### src/rtl/fifo_rd_stream_pkg.sv
// Shared constants for the FIFO read-side streaming adapter.
// Default word/counter widths and the depth of the output skid buffer.
package fifo_rd_stream_pkg;
  localparam int DEF_RAM_WIDTH = 8;
  localparam int DEF_CNT_WIDTH = 16;
  localparam int BUF_DEPTH     = 2;
  localparam int OCC_W         = $clog2(BUF_DEPTH + 1);
endpackage

### src/rtl/fifo_rd_skid.sv
// Two-entry in-order buffer: entry 0 is always the head.
// Entry 0 only changes on a pop or on a push into an empty buffer, so the head is stable under stall.
module fifo_rd_skid
  import fifo_rd_stream_pkg::*;
#(
  parameter int W = DEF_RAM_WIDTH
) (
  input  logic             clk_i,
  input  logic             rst_i,
  input  logic             push_i,
  input  logic [W-1:0]     push_data_i,
  input  logic             pop_i,
  output logic [W-1:0]     head_o,
  output logic [OCC_W-1:0] occ_o
);
  logic [W-1:0]     ent0_q, ent0_d;
  logic [W-1:0]     ent1_q, ent1_d;
  logic [OCC_W-1:0] occ_q, occ_d;

  // Pop is applied first so a simultaneous push lands in the slot just freed.
  always_comb begin
    ent0_d = ent0_q;
    ent1_d = ent1_q;
    occ_d  = occ_q;
    if (pop_i && (occ_q != '0)) begin
      ent0_d = ent1_q;
      occ_d  = occ_q - 1'b1;
    end
    if (push_i) begin
      if (occ_d == '0) ent0_d = push_data_i;
      else             ent1_d = push_data_i;
      occ_d = occ_d + 1'b1;
    end
  end

  always_ff @(posedge clk_i) begin
    if (rst_i) begin
      ent0_q <= '0;
      ent1_q <= '0;
      occ_q  <= '0;
    end else begin
      ent0_q <= ent0_d;
      ent1_q <= ent1_d;
      occ_q  <= occ_d;
    end
  end

  assign head_o = ent0_q;
  assign occ_o  = occ_q;
endmodule

### src/rtl/fifo_rd_stream.sv
// Turns a FIFO read port (1-cycle read latency) into a valid/ready stream.
// Handshake: a word moves when out_valid && out_ready at an r_clk edge; out_data holds while stalled.
module fifo_rd_stream
  import fifo_rd_stream_pkg::*;
#(
  parameter int RAM_WIDTH = DEF_RAM_WIDTH,
  parameter int CNT_WIDTH = DEF_CNT_WIDTH
) (
  input  logic                 r_clk,
  input  logic                 r_rst,
  input  logic                 fifo_empty,
  input  logic [RAM_WIDTH-1:0] fifo_data,
  output logic                 fifo_req,
  output logic                 out_valid,
  input  logic                 out_ready,
  output logic [RAM_WIDTH-1:0] out_data,
  output logic [CNT_WIDTH-1:0] rd_count
);
  logic                 in_flight_q, in_flight_d;
  logic [CNT_WIDTH-1:0] rd_count_q, rd_count_d;
  logic [OCC_W-1:0]     occ;
  logic [OCC_W:0]       credit_used;
  logic                 out_fire;
  logic                 pop_acc;
  logic                 capture;

  assign out_valid = (occ != '0);
  assign out_fire  = out_valid & out_ready;

  // Slots committed after this edge: buffered + returning - leaving. A pop is only
  // issued when that leaves room, so returning data always finds a free slot.
  assign credit_used = {1'b0, occ} + {{OCC_W{1'b0}}, in_flight_q}
                     - {{OCC_W{1'b0}}, out_fire};
  assign fifo_req    = ~r_rst & ~fifo_empty & (credit_used < (OCC_W+1)'(BUF_DEPTH));
  assign pop_acc     = fifo_req & ~fifo_empty;
  assign capture     = in_flight_q & ~r_rst;

  always_comb begin
    in_flight_d = pop_acc;
    rd_count_d  = rd_count_q + CNT_WIDTH'(out_fire);
  end

  always_ff @(posedge r_clk) begin
    if (r_rst) begin
      in_flight_q <= 1'b0;
      rd_count_q  <= '0;
    end else begin
      in_flight_q <= in_flight_d;
      rd_count_q  <= rd_count_d;
    end
  end

  fifo_rd_skid #(.W(RAM_WIDTH)) u_skid (
    .clk_i       (r_clk),
    .rst_i       (r_rst),
    .push_i      (capture),
    .push_data_i (fifo_data),
    .pop_i       (out_fire),
    .head_o      (out_data),
    .occ_o       (occ)
  );

  assign rd_count = rd_count_q;
endmodule

### config.mk
export PLATFORM = sky130hd
export DESIGN_NAME = fifo_rd_stream
export DESIGN_NICKNAME = d
export VERILOG_FILES = /design/src/rtl/fifo_rd_stream_pkg.sv /design/src/rtl/fifo_rd_skid.sv /design/src/rtl/fifo_rd_stream.sv
export SDC_FILE = /design/constraint.sdc
export NUM_CORES = 1
export LEC_CHECK = 0
export BUFFER_PORTS_ARGS = -buffer_cell sky130_fd_sc_hd__buf_2
export CAP_MARGIN = 10
export CORE_ASPECT_RATIO = 0.9
export CORE_MARGIN = 2
export CORE_UTILIZATION = 36
export DETAILED_ROUTE_END_ITERATION = 16
export GPL_TIMING_DRIVEN = 0
export PLACE_DENSITY_LB_ADDON = 0.12
export SETUP_SLACK_MARGIN = 0.3
export SLEW_MARGIN = 20
export SYNTH_ARGS = -nofsm -noshare
export SYNTH_HDL_FRONTEND = slang
export SYNTH_HIERARCHICAL = 1
export SYNTH_SLANG_ARGS = --single-unit
### constraint.sdc
create_clock -name r_clk -period 3.15 [get_ports r_clk]
set_input_delay 0.4725 -clock r_clk [delete_from_list [all_inputs] [get_ports r_clk]]
set_output_delay 0.4725 -clock r_clk [all_outputs]
set_load 0.01 [all_outputs]
Word-level counts from Yosys, hierarchy flattened
Cells that the tools add are included.
{ "totals": {"output_inout_bits": 26, "in_bits": 12, "regBits": 35, "wordCells": 28} }
{ "op_classes": {"muxes": 5, "n_bitwise": 8, "addsub": 5, "magnitude_cmp": 1, "n_reduce_logical": 4} }
{ "op_table": {"columns": ["operator", "count"], "rows": [
  ["8-bit two-way mux", 3],
  ["16-bit by 1-bit adder with 16-bit output", 1],
  ["1-bit bitwise AND", 5],
  ["2-bit two-way mux", 2],
  ["2-bit by 1-bit adder with 3-bit output", 1],
  ["3-bit by 2-bit less-than comparator with 1-bit output (second input constant)", 1],
  ["1-bit inverter", 3],
  ["3-bit by 1-bit subtractor with 3-bit output", 1],
  ["2-bit by 1-bit adder with 2-bit output (second input constant)", 1],
  ["2-bit zero test", 1],
  ["2-bit AND reduction", 1],
  ["2-bit nonzero test", 1],
  ["2-bit by 1-bit subtractor with 2-bit output (second input constant)", 1],
  ["1-bit logical AND", 1]
]} }

Logic depth before layout (Yosys ltp)
Gate-level depths: netlist of run 1.
{ "depth": {"ltp_word": 7, "ltp_mapped": 11, "depth_no_buf": 9} }

Hierarchy
Netlist of run 1, hierarchy kept.
{ "by_module_without_submodules": {"columns": ["module", "cells_each", "seq_area_each_um2", "area_each_um2", "instances"], "rows": [
  ["fifo_rd_stream", 91, 340.3, 847.1, 1],
  ["fifo_rd_skid", 80, 360.3, 814.5, 1]
]} }

Worst setup path after synthesis of run 1
Ideal clock, no wire load.
{ "synth_path": {"kind": "reg2out", "from": "reg u_skid.occ_q[1], in the netlist u_skid/occ_o[1]", "to": "out fifo_req", "path_buffers": 0, "slack_ns": 0.409, "required_time_ns": 2.677, "arrival_ns": 2.269, "stages_incl_launch_ff": 8, "path_cell_list": "dfxtp_1 -> or2_2 -> and2_1 -> ha_1 -> nand2b_1 -> fa_1 -> xor2_1 -> nor4b_1"} }
{ "synth_via": {"elab_chain_len": 5, "word_cells_on_any_way": 6, "cone_classes": "add/sub (2); order compare (1); bitwise (2); reduce/logical (1)"} }
{ "synth_rtl": {"columns": ["item", "line_no", "source"], "rows": [
  ["from (decl)", "fifo_rd_skid.sv:18", "logic [OCC_W-1:0] occ_q, occ_d;"],
  ["from (signal assigned)", "fifo_rd_skid.sv:40", "occ_q <= '0;"],
  ["from (signal assigned)", "fifo_rd_skid.sv:44", "occ_q <= occ_d;"],
  ["2-bit nonzero test", "fifo_rd_stream.sv:27", "assign out_valid = (occ != '0);"],
  ["via out_valid", "fifo_rd_stream.sv:14", "output logic out_valid,"],
  ["1-bit bitwise AND", "fifo_rd_stream.sv:28", "assign out_fire = out_valid & out_ready;"],
  ["via out_fire", "fifo_rd_stream.sv:23", "logic out_fire;"],
  ["3-bit by 1-bit subtractor with 3-bit output", "fifo_rd_stream.sv:33", "- {{OCC_W{1'b0}}, out_fire};"],
  ["3-bit by 2-bit less-than comparator with 1-bit output", "fifo_rd_stream.sv:34", "assign fifo_req = ~r_rst & ~fifo_empty & (credit_used < (OCC_W+1)'(BUF_DEPTH));"],
  ["1-bit bitwise AND", "fifo_rd_stream.sv:34", null],
  ["to (decl)", "fifo_rd_stream.sv:13", "output logic fifo_req,"]
]} }
The timed path passes the listed nets, and every way through them passes these cells.

Worst setup path after layout of run 1
{ "layout_path": {"from": "reg u_skid.occ_q[1], in the netlist u_skid/occ_o[1]", "to": "out fifo_req"} }
{ "layout_via": {"elab_chain_len": 5, "word_cells_on_any_way": 6, "cone_classes": "add/sub (2); order compare (1); bitwise (2); reduce/logical (1)"} }
{ "layout_rtl": {"columns": ["item", "line_no"], "rows": [
  ["2-bit nonzero test", "fifo_rd_stream.sv:27"],
  ["1-bit bitwise AND", "fifo_rd_stream.sv:28"],
  ["via out_fire", "fifo_rd_stream.sv:23"],
  ["3-bit by 1-bit subtractor with 3-bit output", "fifo_rd_stream.sv:33"],
  ["3-bit by 2-bit less-than comparator with 1-bit output", "fifo_rd_stream.sv:34"],
  ["1-bit bitwise AND", "fifo_rd_stream.sv:34"]
]} }
The timed path passes the listed nets, and every way through them passes these cells.

==> results of run 1 <==
[synth_stat cells, types with 2 or more instances]
cell,instances,area (µm²)
inv_1,6,22.52
nor2b_1,7,43.79
or3_1,3,18.77
buf_6,2,22.52
nor2_1,26,97.59
ha_1,5,62.56
dfxtp_1,35,700.7
a211oi_1,8,60.06
mux2_2,5,56.30
or4_1,4,30.03
nand4_1,2,12.51
xor2_1,3,26.28
o21ai_0,3,15.01
buf_1,2,7.510
mux2i_1,16,160.2
nand2_1,4,15.01
nor4_1,4,25.02
o31ai_1,4,30.03
a21oi_1,8,40.04
nand3_1,4,20.02
xnor2_1,2,17.52
nor4b_1,2,17.52
[layout make-up]
cell class	instances	area [µm²]
Fill cell	439	2372
Multi-Input combinational cell	123	920.9
Inverter	6	22.52
Clock buffer	6	82.58
Tap cell	62	77.57
Timing Repair Buffer	41	215.2
Buffer	7	58.81
Clock inverter	1	5.005
Sequential cell	35	705.7
[worst max-delay path, stage by stage (launching register included)]
cell and delay (ps):
dfxtp_4 350, or2_4 220, and2_4 140, ha_4 200, nand2b_4 140, fa_2 370
xor2_2 190, nor4b_2 230, buf_2 170
[sequential cells by signal, summed over array words and instances (netlist names)]
signal	flops
u_skid/ent1_q	8
u_skid/head_o	8
in_flight_q	1
u_skid/occ_o	2
rd_count	16
[stage by stage]
stage | utilization (%) | cells | hold WS (ps)
global placement | 43.14 | 270 | 472.9
global route | 46.82 | 281 | 358.5
finish | 46.82 | 281 | 376.3
floorplan | - | 171 | 459.6
CTS | 46.82 | 281 | 370.2
detailed placement | 43.14 | 270 | 491.5
[routing by layer]
layer	wire length, µm	up-vias	share of wire (%)
met2	1980	20	54
met1	1503	661	41
met4	54	0	1.5
met3	125	6	3.4
met5	0	-	0
li1	-	703	-
[kinds of logic after synthesis]
logic type      Yosys count  share of synthesized area (%)
fa+ha+maj                 6                          4.970
buf+inv                  13                          4.894
compound gates           24                          9.112
simple gates             67                          23.19
xor+xnor                  5                          2.636
mux                      21                          13.03
flops                    35                          42.17
[where the power goes]
part           internal, mW  switching [mW]
combinational        0.0571          0.0575
sequential            0.456         0.00795
clock                 0.171           0.155
[timing repair]
| action | CTS | global route |
|---|---|---|
| endpoints found under the hold margin | 0 | 0 |
| pin swaps | 4 | 2 |
| setup buffers | 4 | 0 |
| gates resized for setup | 11 | 0 |
| setup endpoints to repair | 1 | 1 |
[final timing paths]
check | from | end | slack, ps | cells past startpoint
worst max register to register | u_skid/occ_o[1]$_SDFF_PP0_ | rd_count[14]$_SDFF_PP0_ | 920 | 8
worst min-delay path | fifo_empty | in_flight_q$_SDFF_PP0_ | 380 | 2
worst max-delay path | u_skid/occ_o[1]$_SDFF_PP0_ | fifo_req | 380 | 8
worst min register to register | u_skid/ent1_q[2]$_SDFFE_PP0P_ | u_skid/ent1_q[2]$_SDFFE_PP0P_ | 500 | 2
==> qor.yml, run 1 <==
floorplanning:
  dieWidth_um: 75.61
  die_area_um2: 5176
  io_pins: 38
  num_rows: 23
  fp.dieH_um: 68.45
  initial_core_util_pct: 37.25
  core_area_um2: 4461
layout:
  final_cell_mix: "buf_2 (37), dfxtp_1 (33), nor2_1 (26)"
  synthToLayoutAreaGrowth_pct: 25.68
  antenna_cells: 0
  drive_gt1_share_pct: 32.88
  stdcell_area_um2: 2088
  mostFrequentLayoutCell: "buf_2"
  nNetsFinal: 237
timing:
  layout_min_cycle_time_ps: 2766
  setup_viol: 0
  tightest_slew_ps: 463.8
  slew_viol_final: 0
  clock_skew_ps: 2.482
  worst_slack_ps: 383.9
  period_share_pct: 87.81
  setup-tns-final_ps: 0
  rsz0062_at_grt: "no"
  fmaxAchievable_mhz: 361.5
  finalHoldViolCount: 0
  slew_headroom_pct: 69.08
global_route:
  grt_pass1_wl_um: 6092
  grt_max_degree: 11
  grt_pass1_vias: 1373
  use_met3_pct: 4.418
  grt.met1_usage_pct: 16.95
  antenna_found_initial: 0
  grt_use_total_pct: 16.01
  gr-max-usage-layer: "met2"
  grt_overflow: 0
  grt.met2_usage_pct: 29.35
synthesis:
  synth.distinct_cells: 38
  ys_warn_count: 6
  netlist_area_um2: 1662
  ys_ff_latch: 35
  syn_inst: 171
  ys_seq_area_share_pct: 42.17
  synth_area_per_cell_um2: 9.717
  synth_edf_count: 0
  synth_nets: 189
  async_reset_ff_share_pct: 0
  synth_ff_type: "dfxtp_1"
placement:
  pre_cts_ws_ps: 338.3
  placed_cell_area_um2: 1924
  dpl.hpwl_um: 2737
  port_buffers: 37
  gp_congestion: 0.7098
routing:
  drtIter0Drc: 46
  drt-total-wl_um: 3664
  drtPass1Iterations: 4
  drcViolationCount: 0
  num_vias: 1390
  ant_nets: 0
  vias_per_cell: 4.947
  wire_per_inst_um: 13.04
setup_path:
  cp-start-kind: "flip-flop"
  cp-end-kind: "output pin"
  arrival_ps: 2290
  crit_type: "reg2out"
  path_max_fanout: 2
  worstPathRequired_ps: 2680
power_and_ir_drop:
  totalPowerFinal_uw: 905.7
  powerDensity_nw_per_um2: 433.7
  ir_worst_vdd_v: 0.0001711
  power.leakage_nw: 0.9257
clocking:
  htree_num_levels: 2
  cts-buffers-inserted: 5
  cts_tree: "built"
  cts_hold_buf: 0
  clk_pin_slew_ps: 70
  cts_buffer_depth: 2
  cts-root-buf: "clkbuf_8"
  clock_latency_ps: 280
  clock_sinks: 35
run:
  maxCapViolCount: 0
status:
  status: "completed"
min_path:
  hold_path.class: "in2reg"
Power figures use the tool's default switching activity.
==> run 2: changes to the inputs <==
- clock period: 3.15 -> 2.5 ns (I/O delays scaled with it)
==> run 2 against run 1 <==
The run now ends with setup timing left. Sequential power is 26% higher. Critical endpoint unchanged. Critical path depth stayed put. Global-route usage is 0.93 points lower. Largest power group unchanged. Flip-flop and latch count stayed put. Utilization is 1.0 points higher. First-iteration DRC count is 13% lower. Critical path type unchanged.
==> qor.yml, run 2 (same netlist as run 1, synthesis figures left out) <==
routing:
  wire_per_inst_um: 12.89  # was 13.04 µm
  vias_per_cell: 4.975  # was 4.947
  drtPass1Iterations: 4  # unchanged
  ant_nets: 0  # unchanged
  num_vias: 1393  # was 1,390
  drcViolationCount: 0  # unchanged
  drt-total-wl_um: 3608  # was 3664 µm
  drtIter0Drc: 40  # was 46
floorplanning:
  io_pins: 38  # unchanged
  num_rows: 23  # unchanged
  fp.dieH_um: 68.45  # unchanged
  dieWidth_um: 75.61  # unchanged
  die_area_um2: 5176  # unchanged
  core_area_um2: 4461  # unchanged
  initial_core_util_pct: 37.25  # unchanged
timing:
  period_share_pct: 104.9
  fmaxAchievable_mhz: 381.3
  finalHoldViolCount: 0  # unchanged
  clock_skew_ps: 7.463  # was 2.482 ps
  layout_min_cycle_time_ps: 2622
  slew_headroom_pct: 65.97  # was 69.08%
  slew_viol_final: 0  # unchanged
  tightest_slew_ps: 510.4  # was 463.8 ps
  setup_viol: 1  # was 0
  worst_slack_ps: -122.4  # was 383.9 ps
  rsz0062_at_grt: "yes"  # was no
min_path:
  hold_path.class: "in2reg"  # unchanged
layout:
  largest_reg_flops: 16  # unchanged
  final_cell_mix: "buf_2 (37), dfxtp_1 (34), nor2_1 (25)"  # was buf_2 (37), dfxtp_1 (33), nor2_1 (26)
  fin_cells: 280  # was 281
  final_util_pct: 47.85  # was 46.82%
  fillers: 455  # was 439
  drive_gt1_share_pct: 35.32  # was 32.88%
  synthToLayoutAreaGrowth_pct: 28.46  # was 25.68%
  antenna_cells: 0  # unchanged
  mostFrequentLayoutCell: "buf_2"  # unchanged
  nNetsFinal: 236  # was 237
global_route:
  grt_overflow: 0  # unchanged
  grt_use_total_pct: 15.08  # was 16.01%
  grt_max_degree: 11  # unchanged
  grt_pass1_wl_um: 5796  # was 6092 µm
  grt_pass1_vias: 1260  # was 1,373
  antenna_found_initial: 0  # unchanged
clocking:
  cts-buffers-inserted: 5  # unchanged
  cts_tree: "built"  # unchanged
  clock_latency_ps: 280  # about the same
  clk_pin_slew_ps: 70  # about the same
  clock_sinks: 35  # unchanged
  cts_buffer_depth: 2  # unchanged
  cts_hold_buf: 0  # unchanged
  htree_num_levels: 2  # unchanged
  cts-root-buf: "clkbuf_8"  # unchanged
setup_path:
  cp-end-kind: "output pin"  # unchanged
  cp-start-kind: "flip-flop"  # unchanged
  path_max_fanout: 2  # unchanged
  worstPathRequired_ps: 2120  # was 2680 ps
  crit_type: "reg2out"  # unchanged
  arrival_ps: 2250  # was 2290 ps
power_and_ir_drop:
  swShare_pct: 24.27  # was 24.37%
  clockPowerShare_pct: 35.9  # was 36.1%
  ir_worst_vdd_v: 0.0003256  # was 0.0001711 V
  pwr-share-seq_pct: 51.4  # was 51.3%
  powerDensity_nw_per_um2: 533.4  # was 433.7 nW/µm²
  p_sw_uw: 276.4  # was 220.7 µW
  comb_power_share_pct: 12.7  # was 12.6%
  internal_power_uw: 862.2  # was 685.0 µW
  power.leakage_nw: 0.9423  # was 0.9257 nW
status:
  failed_checks: "setup timing"
  status: "finished, violations left"  # was completed
placement:
  gp_congestion: 0.7168  # was 0.7098
  dpl.hpwl_um: 2616  # was 2737 µm
  port_buffers: 37  # unchanged
  dp_cells: 270  # unchanged
run:
  maxCapViolCount: 0  # unchanged
-- run 2: stage by stage --
step	TNS (ps)	hold WS [ps]	setup slack, ps	total power [mW]	instance area [µm²]
detailed placement	-14.87	484.1	-14.87	0.7378	1978
floorplan	0	451.7	132.5	0.6912	1715
global route	-213.3	304.3	-213.3	1.203	2135
finish	-122.4	313.2	-122.4	1.139	2135
CTS	-145.7	310.4	-145.7	1.159	2087
global placement	0	471.8	40.56	0.7316	1978
-- run 2: path summary, 6_finish.rpt --
kind | start | end | slack [ps] | cells past startpoint
worst max-delay path | u_skid/occ_o[1]$_SDFF_PP0_ | fifo_req | -120 | 8
worst min-delay path | fifo_empty | in_flight_q$_SDFF_PP0_ | 310 | 2
worst max register to register | u_skid/occ_o[1]$_SDFF_PP0_ | u_skid/ent1_q[3]$_SDFFE_PP0P_ | 410 | 12
worst min register to register | u_skid/ent1_q[1]$_SDFFE_PP0P_ | u_skid/ent1_q[1]$_SDFFE_PP0P_ | 500 | 2
-- run 2: worst max-delay path: stages (launching register included) --
cell and delay, ps:
dfxtp_4 350, or2_4 240, and2_4 150, ha_4 200, nand2b_4 130, fa_2 350
xor2_2 170, nor4b_4 220, buf_2 170
-- run 2: layout make-up --
class	count	area (µm²)	share of cell area, %
tap	62	77.57	3.634
multi-input combinational	123	975.9	45.72
buffer	7	58.81	2.755
sequential	35	704.4	33.00
clock buffer	6	82.58	3.869
timing repair buffer	40	207.7	9.730
clock inverter	1	5.005	0.2345
inverter	6	22.52	1.055
-- run 2: metal layers --
metal / routed length (µm) / track usage (%)
met5: 0 / 0
met4: 47 / 5.263
met3: 157 / 4.271
met2: 1866 / 25.76
met1: 1537 / 18.08
-- run 2: repair_timing --
item / CTS / global route
buffers inserted: 2 / 1
pin swaps: 3 / 0
hold endpoints to repair: 0 / 0
resized for setup: 1 / 8
setup endpoints to repair: 1 / 20
-- run 2: power by group through the flow --
stage | registers, mW | logic, mW | clock network, mW
2_1_floorplan | 0.603 | 0.0880 | 0
3_3_place_gp | 0.598 | 0.134 | 0
3_5_place_dp | 0.599 | 0.139 | 0
4_1_cts | 0.585 | 0.143 | 0.431
5_1_grt | 0.587 | 0.161 | 0.455
6_report | 0.585 | 0.145 | 0.409
==> run 3: changes to the inputs <==
- CORE_MARGIN: 2 -> not set
==> run 3 against run 2 <==
The flow still finishes with violations (setup timing). First-iteration DRC count down 35%. Utilization grew 2.2 points. Final cell count increased by 1.4%. Register-to-register slack worse by 50 ps. Clock power rose by 12%. Largest power group unchanged. Sequential power is essentially flat. Total power rose by 6.2%. Die area fell by 5.5%. Worst setup slack better by 20 ps. Design area increased by 3.9%. Sequential share of layout area decreased by 1.2 points. Via count grew 1.9%.
==> qor.yml, run 3 (same netlist as run 1, synthesis figures left out) <==
routing:
  drt-total-wl_um: 3775  # was 3608 µm
  wire_per_inst_um: 13.29  # was 12.89 µm
  vias_per_cell: 5.000  # was 4.975
  num_vias: 1420  # was 1,393
  ant_nets: 0  # unchanged
  drcViolationCount: 0  # unchanged
  drtPass1Iterations: 4  # unchanged
  drtIter0Drc: 26  # was 40
floorplanning:
  num_rows: 23  # unchanged
  core_area_um2: 4432  # was 4461 µm²
  fp.dieH_um: 66.45  # was 68.45 µm
  io_pins: 38  # unchanged
  initial_core_util_pct: 37.49  # was 37.25%
  dieWidth_um: 73.61  # was 75.61 µm
  die_area_um2: 4891  # was 5176 µm²
clocking:
  cts-buffers-inserted: 5  # unchanged
  cts-root-buf: "clkbuf_8"  # unchanged
  cts_buffer_depth: 2  # unchanged
  clock_sinks: 35  # unchanged
  clock_latency_ps: 290  # was 280 ps
  clk_pin_slew_ps: 70  # about the same
  cts_tree: "built"  # unchanged
  htree_num_levels: 2  # unchanged
global_route:
  grt_pass1_vias: 1379  # was 1,260
  grt_use_total_pct: 16.48  # was 15.08%
  antenna_found_initial: 0  # unchanged
  grt_overflow: 0  # unchanged
  grt_pass1_wl_um: 6078  # was 5796 µm
  grt_max_degree: 11  # unchanged
timing:
  layout_min_cycle_time_ps: 2603  # was 2622 ps
  clock_skew_ps: 5.596  # was 7.463 ps
  period_share_pct: 104.1  # was 104.9%
  slew_headroom_pct: 57.67  # was 65.97%
  finalHoldViolCount: 0  # unchanged
  setup-tns-final_ps: -102.6  # was -122.4 ps
  fmaxAchievable_mhz: 384.2  # was 381.3 MHz
  rsz0062_at_grt: "yes"  # unchanged
  whs_ps: 297.1  # was 313.2 ps
  tightest_slew_ps: 633.6  # was 510.4 ps
  slew_viol_final: 0  # unchanged
  setup_viol: 1  # unchanged
  worst_slack_ps: -102.6  # was -122.4 ps
run:
  maxCapViolCount: 0  # unchanged
power_and_ir_drop:
  internal_power_uw: 909.2  # was 862.2 µW
  swShare_pct: 24.81  # was 24.27%
  ir_worst_vdd_v: 0.0002870  # was 0.0003256 V
  clockPowerShare_pct: 37.9  # was 35.9%
  comb_power_share_pct: 13.6  # was 12.7%
  power.leakage_nw: 0.9577  # was 0.9423 nW
  p_sw_uw: 300.0  # was 276.4 µW
  pwr-share-seq_pct: 48.4  # was 51.4%
  powerDensity_nw_per_um2: 545.4  # was 533.4 nW/µm²
status:
  failed_checks: "setup timing"  # unchanged
  status: "finished, violations left"  # unchanged
placement:
  dp_cells: 270  # unchanged
  dpl.hpwl_um: 2647  # was 2616 µm
  gp_congestion: 0.7670  # was 0.7168
  port_buffers: 37  # unchanged
layout:
  final_util_pct: 50.03  # was 47.85%
  fillers: 452  # was 455
  area.sequential_um2: 704.4  # unchanged
  antenna_cells: 0  # unchanged
  largest_reg_flops: 16  # unchanged
  nNetsFinal: 239  # was 236
  fin_cells: 284  # was 280
  drive_gt1_share_pct: 38.29  # was 35.32%
  final_cell_mix: "buf_2 (37), dfxtp_1 (34), nor2_1 (25)"  # unchanged
  multi_input_area_um2: 1002  # was 975.9 µm²
  mostFrequentLayoutCell: "buf_2"  # unchanged
  synthToLayoutAreaGrowth_pct: 33.43  # was 28.46%
setup_path:
  worstPathRequired_ps: 2120  # about the same
  cp-end-kind: "output pin"  # unchanged
  cp-start-kind: "flip-flop"  # unchanged
  path_max_fanout: 2  # unchanged
  arrival_ps: 2230  # was 2250 ps
  crit_type: "reg2out"  # unchanged
  r2r_cells: 12  # unchanged
min_path:
  hold_path.class: "in2reg"  # unchanged
  hold_path_depth: 2  # unchanged
## run 3: layout make-up
cell class	count	share of cell area (%)
clock buffers	8	4.515
well taps	62	3.499
plain buffers	7	2.822
flip-flops and latches	35	31.77
inverters	6	1.016
multi-input cells	123	45.20
repair buffers	43	11.17
## run 3: worst max-delay path: stages (launching register included)
cell and delay, ps:
dfxtp_4 350, or2_4 240, and2_4 150, ha_4 200, nand2b_4 130, fa_2 340
xor2_2 170, nor4b_4 200, buf_2 160
## run 3: final timing paths
check                                                   start                             to  slack (ps)
worst min register to register  u_skid/ent1_q[3]$_SDFFE_PP0P_  u_skid/ent1_q[3]$_SDFFE_PP0P_         500
worst max-delay path               u_skid/occ_o[1]$_SDFF_PP0_                       fifo_req        -100
worst min-delay path                               fifo_empty         in_flight_q$_SDFF_PP0_         300
worst max register to register     u_skid/occ_o[1]$_SDFF_PP0_  u_skid/ent1_q[6]$_SDFFE_PP0P_         360
## run 3: repair_timing
action,in CTS,in global routing
hold buffers,0,0
endpoints found under the setup margin,1,20
pin swaps,3,0
setup buffers,2,3
gates cloned,0,1
resized for setup,1,15
## run 3: through the flow
step	total power [mW]	instance area (µm²)	setup WS [ps]
final	1.209	2217	-102.6
after CTS	1.191	2096	-121.4
after detailed placement	0.7382	1978	13.35
after global placement	0.7324	1978	34.76
after global routing	1.260	2217	-189.2
after floorplan	0.6912	1715	132.5
## run 3: layer usage
layer / part of all wire (%) / up-vias / GRT usage [%]
met5: 0 / - / 0
met4: 1.4 / 0 / 8.654
met3: 4.9 / 7 / 4.539
met2: 48 / 32 / 27.06
met1: 46 / 671 / 19.53
li1: - / 710 / -
## run 3: power by group through the flow
| stage | clock [mW] | sequential (mW) | combinational, mW |
|---|---|---|---|
| floorplan | 0 | 0.603 | 0.0880 |
| global placement | 0 | 0.599 | 0.134 |
| detailed placement | 0 | 0.600 | 0.138 |
| CTS | 0.463 | 0.586 | 0.142 |
| global route | 0.490 | 0.588 | 0.182 |
| finish | 0.459 | 0.586 | 0.165 |
